$ cat src/rtl/reg_to_axi_lite_pkg.sv
// Shared definitions for the register-bus to AXI4-Lite bridge.
//   axi_resp_t     : 2-bit AXI response code
//   RESP_*         : AXI response encodings
//   resp_is_error(): 1 for SLVERR/DECERR, 0 for OKAY/EXOKAY
package reg_to_axi_lite_pkg;

  typedef logic [1:0] axi_resp_t;

  localparam axi_resp_t RESP_OKAY   = 2'b00;
  localparam axi_resp_t RESP_EXOKAY = 2'b01;
  localparam axi_resp_t RESP_SLVERR = 2'b10;
  localparam axi_resp_t RESP_DECERR = 2'b11;

  // The upper bit separates the two error codes from the two success codes.
  function automatic logic resp_is_error(input axi_resp_t resp);
    return resp[1];
  endfunction

endpackage

$ cat src/rtl/reg_to_axi_lite.sv
// Register-bus responder to AXI4-Lite manager bridge.
// Non-pipelined: one transaction in flight, all AXI outputs registered.
// Ports:
//   clk_i, rst_i        : clock, asynchronous active-high reset
//   reg_*               : register bus request in / one-cycle completion out
//   aw_*, w_*, b_*      : AXI-Lite write address, write data, write response
//   ar_*, r_*           : AXI-Lite read address, read data
module reg_to_axi_lite #(
  parameter int          ADDR_WIDTH = 32,
  parameter int          DATA_WIDTH = 32,
  parameter logic [2:0]  AXI_PROT   = 3'b000
) (
  input  logic                    clk_i,
  input  logic                    rst_i,
  input  logic                    reg_valid_i,
  input  logic                    reg_write_i,
  input  logic [ADDR_WIDTH-1:0]   reg_addr_i,
  input  logic [DATA_WIDTH-1:0]   reg_wdata_i,
  input  logic [DATA_WIDTH/8-1:0] reg_wstrb_i,
  output logic                    reg_ready_o,
  output logic [DATA_WIDTH-1:0]   reg_rdata_o,
  output logic                    reg_error_o,
  output logic                    aw_valid_o,
  input  logic                    aw_ready_i,
  output logic [ADDR_WIDTH-1:0]   aw_addr_o,
  output logic [2:0]              aw_prot_o,
  output logic                    w_valid_o,
  input  logic                    w_ready_i,
  output logic [DATA_WIDTH-1:0]   w_data_o,
  output logic [DATA_WIDTH/8-1:0] w_strb_o,
  input  logic                    b_valid_i,
  output logic                    b_ready_o,
  input  logic [1:0]              b_resp_i,
  output logic                    ar_valid_o,
  input  logic                    ar_ready_i,
  output logic [ADDR_WIDTH-1:0]   ar_addr_o,
  output logic [2:0]              ar_prot_o,
  input  logic                    r_valid_i,
  output logic                    r_ready_o,
  input  logic [DATA_WIDTH-1:0]   r_data_i,
  input  logic [1:0]              r_resp_i
);
  import reg_to_axi_lite_pkg::*;

  typedef enum logic [2:0] {
    IDLE, WR_ADDR_DATA, WR_RESP, RD_ADDR, RD_RESP, DONE
  } state_e;

  state_e state_q, state_d;
  logic   aw_done_q, w_done_q;

  logic aw_fire, w_fire, b_fire, ar_fire, r_fire;
  assign aw_fire = aw_valid_o & aw_ready_i;
  assign w_fire  = w_valid_o  & w_ready_i;
  assign b_fire  = b_ready_o  & b_valid_i;
  assign ar_fire = ar_valid_o & ar_ready_i;
  assign r_fire  = r_ready_o  & r_valid_i;

  assign aw_prot_o = AXI_PROT;
  assign ar_prot_o = AXI_PROT;

  // AW and W may complete in either order; each counts once done or firing now.
  logic aw_ok, w_ok;
  assign aw_ok = aw_done_q | aw_fire;
  assign w_ok  = w_done_q  | w_fire;

  always_comb begin
    state_d = state_q;
    case (state_q)
      IDLE:         if (reg_valid_i) state_d = reg_write_i ? WR_ADDR_DATA : RD_ADDR;
      WR_ADDR_DATA: if (aw_ok && w_ok) state_d = WR_RESP;
      WR_RESP:      if (b_fire) state_d = DONE;
      RD_ADDR:      if (ar_fire) state_d = RD_RESP;
      RD_RESP:      if (r_fire) state_d = DONE;
      DONE:         state_d = IDLE;
      default:      state_d = IDLE;
    endcase
  end

  always_ff @(posedge clk_i or posedge rst_i) begin
    if (rst_i) state_q <= IDLE;
    else       state_q <= state_d;
  end

  always_ff @(posedge clk_i or posedge rst_i) begin
    if (rst_i) begin
      aw_valid_o  <= 1'b0;
      w_valid_o   <= 1'b0;
      ar_valid_o  <= 1'b0;
      b_ready_o   <= 1'b0;
      r_ready_o   <= 1'b0;
      reg_ready_o <= 1'b0;
      aw_addr_o   <= '0;
      ar_addr_o   <= '0;
      w_data_o    <= '0;
      w_strb_o    <= '0;
      reg_rdata_o <= '0;
      reg_error_o <= 1'b0;
      aw_done_q   <= 1'b0;
      w_done_q    <= 1'b0;
    end else begin
      // Ready/completion strobes are pure decodes of the next state, registered.
      b_ready_o   <= (state_d == WR_RESP);
      r_ready_o   <= (state_d == RD_RESP);
      reg_ready_o <= (state_d == DONE);
      case (state_q)
        IDLE: if (reg_valid_i) begin
          aw_addr_o  <= reg_addr_i;
          ar_addr_o  <= reg_addr_i;
          w_data_o   <= reg_wdata_i;
          w_strb_o   <= reg_wstrb_i;
          aw_valid_o <= reg_write_i;
          w_valid_o  <= reg_write_i;
          ar_valid_o <= ~reg_write_i;
          aw_done_q  <= 1'b0;
          w_done_q   <= 1'b0;
        end
        WR_ADDR_DATA: begin
          if (aw_fire) begin
            aw_valid_o <= 1'b0;
            aw_done_q  <= 1'b1;
          end
          if (w_fire) begin
            w_valid_o <= 1'b0;
            w_done_q  <= 1'b1;
          end
        end
        WR_RESP: if (b_fire) begin
          reg_rdata_o <= '0;
          reg_error_o <= resp_is_error(b_resp_i);
        end
        RD_ADDR: if (ar_fire) ar_valid_o <= 1'b0;
        RD_RESP: if (r_fire) begin
          reg_rdata_o <= r_data_i;
          reg_error_o <= resp_is_error(r_resp_i);
        end
        default: ;
      endcase
    end
  end

endmodule
$ cat config.mk
export PLATFORM = sky130hd
export DESIGN_NAME = reg_to_axi_lite
export DESIGN_NICKNAME = d
export VERILOG_FILES = /design/src/rtl/reg_to_axi_lite_pkg.sv /design/src/rtl/reg_to_axi_lite.sv
export SDC_FILE = /design/constraint.sdc
export NUM_CORES = 1
export LEC_CHECK = 0
export BUFFER_PORTS_ARGS = -buffer_cell sky130_fd_sc_hd__buf_2
export CAP_MARGIN = 20
export CORE_MARGIN = 5
export CORE_UTILIZATION = 40
export CTS_CLUSTER_SIZE = 14
export DETAILED_ROUTE_END_ITERATION = 10
export GPL_TIMING_DRIVEN = 0
export PLACE_DENSITY = 0.85
export SLEW_MARGIN = 20
export SYNTH_ARGS = -nofsm -noshare
export SYNTH_HDL_FRONTEND = slang
export SYNTH_SLANG_ARGS = --single-unit
$ cat constraint.sdc
create_clock -name clk_i -period 4.4 [get_ports clk_i]
set_input_delay 0.88 -clock clk_i [delete_from_list [all_inputs] [get_ports clk_i]]
set_output_delay 0.88 -clock clk_i [all_outputs]
set_load 0.01 [all_outputs]
==> results.yml <==
status:
  status: "complete, no violations"
route:
  route.vias.total: 4154
  drc_errors: 0
  totalWireLength_um: 13100
  detail_route.wl_per_cell_um: 14.1
  route.top_layer_used: "met4"
  firstDrtPassIters: 4
  post_drt_via_cell_ratio: 4.47
  met2_wirelength_um: 6560
  met3_wl_um: 1160
  starting_drt_drc_count: 279
  wirelength_met1_um: 5270
  route.antenna.remaining_nets: 0
setup_path:
  cp_launch_type: "input pin"
  critPathTopFamily: "buffers and inverters"
  crit_type: "input pin to flop"
  worstPathRequired_ps: 4670
  critical_path.n_buffers_inverters: 3
  cpMaxStageDelayCell: "clkbuf_1"
  critical_path.max_stage_delay_ps: 440
  path_depth: 6
  worstRegToRegCells: 6
  worst_ep_arrival_time_ps: 2290
  worstPathCellList: "buf_2, nor4b_2, clkbuf_1, buf_2, nand2_1, nand2_1"
  worstSetupEndpointType: "flop"
  largest_fanout_on_the_critical_path: 10
cts:
  cts_root_buf: "clkbuf_16"
  clock_net_sink_count: 112
  ctsHtreeMaxLevel: 3
  number_of_resized_instances_in_the_post_cts_repair_step: 0
  clock_tree_buffer_depth: 2
  clock_insertion_delay_worst_skew_ps: 330
  tritoncts.num_buffers: 9
  cts.hold.buffers_added: 0
  postCtsSetupRepairBufs: 0
  worst_setup_hold_path_clk_slew_ps: 70
  clock_tree_from_tritoncts: "done"
worst_hold_path:
  timing.hold.worst_path_depth: 2
  holdCritPathClass: "flop to flop"
die:
  initial_core_utilization_pct: 40.5
  floorplan.rows: 40
  i_o_pin_count: 258
  core_area_sq_um: 11900
  chipHeight_um: 120
  die_w_um: 120
  design.die.area_sq_um: 14400
synthesis:
  synth-edff-count: 0
  fraction_of_registers_with_async_set_or_reset_after_synthesis_pct: 100
  syn_area_per_cell_sq_um: 9.41
  ys.flop_type: "dfrtp_1"
  synth_seq_cells: 112
  post_synth_inst_count: 513
  yosys_warnings: 0
  netlist-cell-type-count: 29
  syn_area_sq_um: 4830
  ys_seq_area_share_pct: 58.1
layout:
  diodes: 0
  area_growth_from_synthesis_to_layout_pct: 36.4
  post_route_cells_drive_above_1_share_pct: 40.7
  area_of_combinational_cells_with_multiple_inputs_sq_um: 1500
  regArea_sq_um: 2800
  fillers: 1070
  finalNetCount: 892
grt:
  grt_pass1_vias: 4086
  grt_pass1_wl_um: 20600
  grt_use_total_pct: 17.9
  number_of_antenna_violations_at_the_first_check_in_global_routing: 0
  grt_overflow_total: 0
  largest_net_degree_at_the_start_of_global_routing: 71
placed_design:
  dp_hpwl_um: 10200
  routabilityCongestion: 0.772
  pre_cts_slack_ps: 1970
  port_buffers: 249
sta:
  max_slew.worst_pin.slew_ps: 615
  fin_hold_ws_ps: 471
  setup_viol_count_final: 0
  final_critical_path_setup_slack_ps: 2380
  final.min_clock_period_ps: 2020
  max_clock_freq_ghz: 0.495
  number_of_pins_exceeding_their_max_slew_limit_in_the_final_report: 0
  worst_setup_skew_after_layout_ps: 3.98
  layout_worst_path_cycle_share_pct: 45.9
  finalHoldViolCount: 0
  setup_repair_after_global_routing_missed_its_margin: "no"
  timing.setup.tns_ps: 0
  relSlewSlack_pct: 59.0
power_and_ir_drop:
  worst_voltage_drop_across_the_vdd_grid_uv: 313
  power.density_nw_per_um2: 701
  p_leak_uw: 0.00376
run:
  max_cap_viol_count: 0
==> worst min-delay path, delay by kind of cell, from the launching register on <==
kind / cells / cell delay (ps)
flip-flops: 1 / 340
AND/OR/NAND/NOR: 2 / 110
==> path summary, 6_finish.rpt <==
kind,startpoint,end,slack (ps)
max in group asynchronous,rst_i,ar_addr_o[5],3180
setup reg to reg,state_q[1],w_data_o[13],2420
hold reg to reg,w_data_o[1],w_data_o[1],470
setup / recovery,reg_valid_i,w_data_o[13],2380
min in group asynchronous,rst_i,w_data_o[5],540
hold / removal,w_data_o[1],w_data_o[1],470
==> registers in the layout, indices dropped and copies added (netlist names) <==
register and cells:
state_q 3, w_done_q 1, w_data_o 32, w_strb_o 4
aw_done_q 1, ar_addr_o 32, ar_valid_o 1, aw_valid_o 1
b_ready_o 1, r_ready_o 1, reg_ready_o 1, w_valid_o 1
reg_rdata_o 32, reg_error_o 1
==> Yosys cell counts, drive strengths merged, types with 2 or more instances <==
| cell type | instances | share of area (%) |
|---|---|---|
| a32o | 2 | 0.41 |
| buf | 50 | 7.6 |
| a31oi | 3 | 0.39 |
| dfrtp | 112 | 58 |
| a21oi | 5 | 0.52 |
| nand2 | 239 | 19 |
| mux2i | 32 | 6.6 |
| clkbuf | 13 | 1.0 |
| nor3b | 5 | 1.0 |
| mux2 | 2 | 0.47 |
| a22o | 3 | 0.54 |
| or3b | 2 | 0.36 |
| inv | 34 | 2.6 |
==> report_power, final <==
part	leakage, uW	internal, uW	switching [uW]
Clock	0.000134	434	346
Combinational	0.00223	912	1130
Sequential	0.00139	1510	286
Total	0.00376	2860	1760
==> cell usage in the layout (no fill, tap or decap) <==
cell type and instances:
a22o_1 3, buf_4 39, clkbuf_16 9, nor3b_1 4, and3b_1 1, or3b_1 1
clkbuf_1 14, conb_1 6, nor2_1 1, buf_16 1, buf_6 3, mux2_1 1
inv_1 33, o21ai_0 1, buf_2 257, dfrtp_1 112, or3b_2 1, and2_0 1
mux2_2 1, nor4b_2 1, clkinv_2 2, clkinvlp_4 1, a32o_1 2, a221o_1 1
nand2_1 239, mux2i_1 32, bufinv_16 1, a31oi_1 3, nor3b_4 1, inv_6 1
a21oi_1 5, or4b_1 1, o2111ai_1 1, o32ai_1 1, nand3_1 1
==> metrics by stage <==
step	power, uW	std cells	util, %	cell area [sq um]
floorplan	2970	518	-	4850
global placement	3810	914	52.7	6280
detailed placement	3890	915	53.0	6310
CTS	4680	929	55.3	6590
global route	4980	929	55.3	6590
finish	4620	929	55.3	6590
==> logic make-up after synthesis <==
| family | share of synthesized area (%) |
|---|---|
| other | 0.0777 |
| muxes | 7.10 |
| DFF | 58.1 |
| buffers and inverters | 11.2 |
| AOI/OAI and AO/OA | 2.54 |
| and+or+nand+nor | 21.0 |
==> final cells by class <==
type	count	area share, %
multi-input combinational	309	22.8
clock buffer	10	3.48
timing repair buffer	250	19.3
buffer	63	6.31
tap	147	2.79
inverter	34	2.01
clock inverter	4	0.722
sequential	112	42.6
==> layer usage <==
layer | up-vias | global-route usage, %
met4 | 0 | 4.51
met1 | 1913 | 21.5
li1 | 2071 | -
met2 | 161 | 31.1
met5 | - | 0
met3 | 9 | 5.84
(Power assumes the default switching activity.)
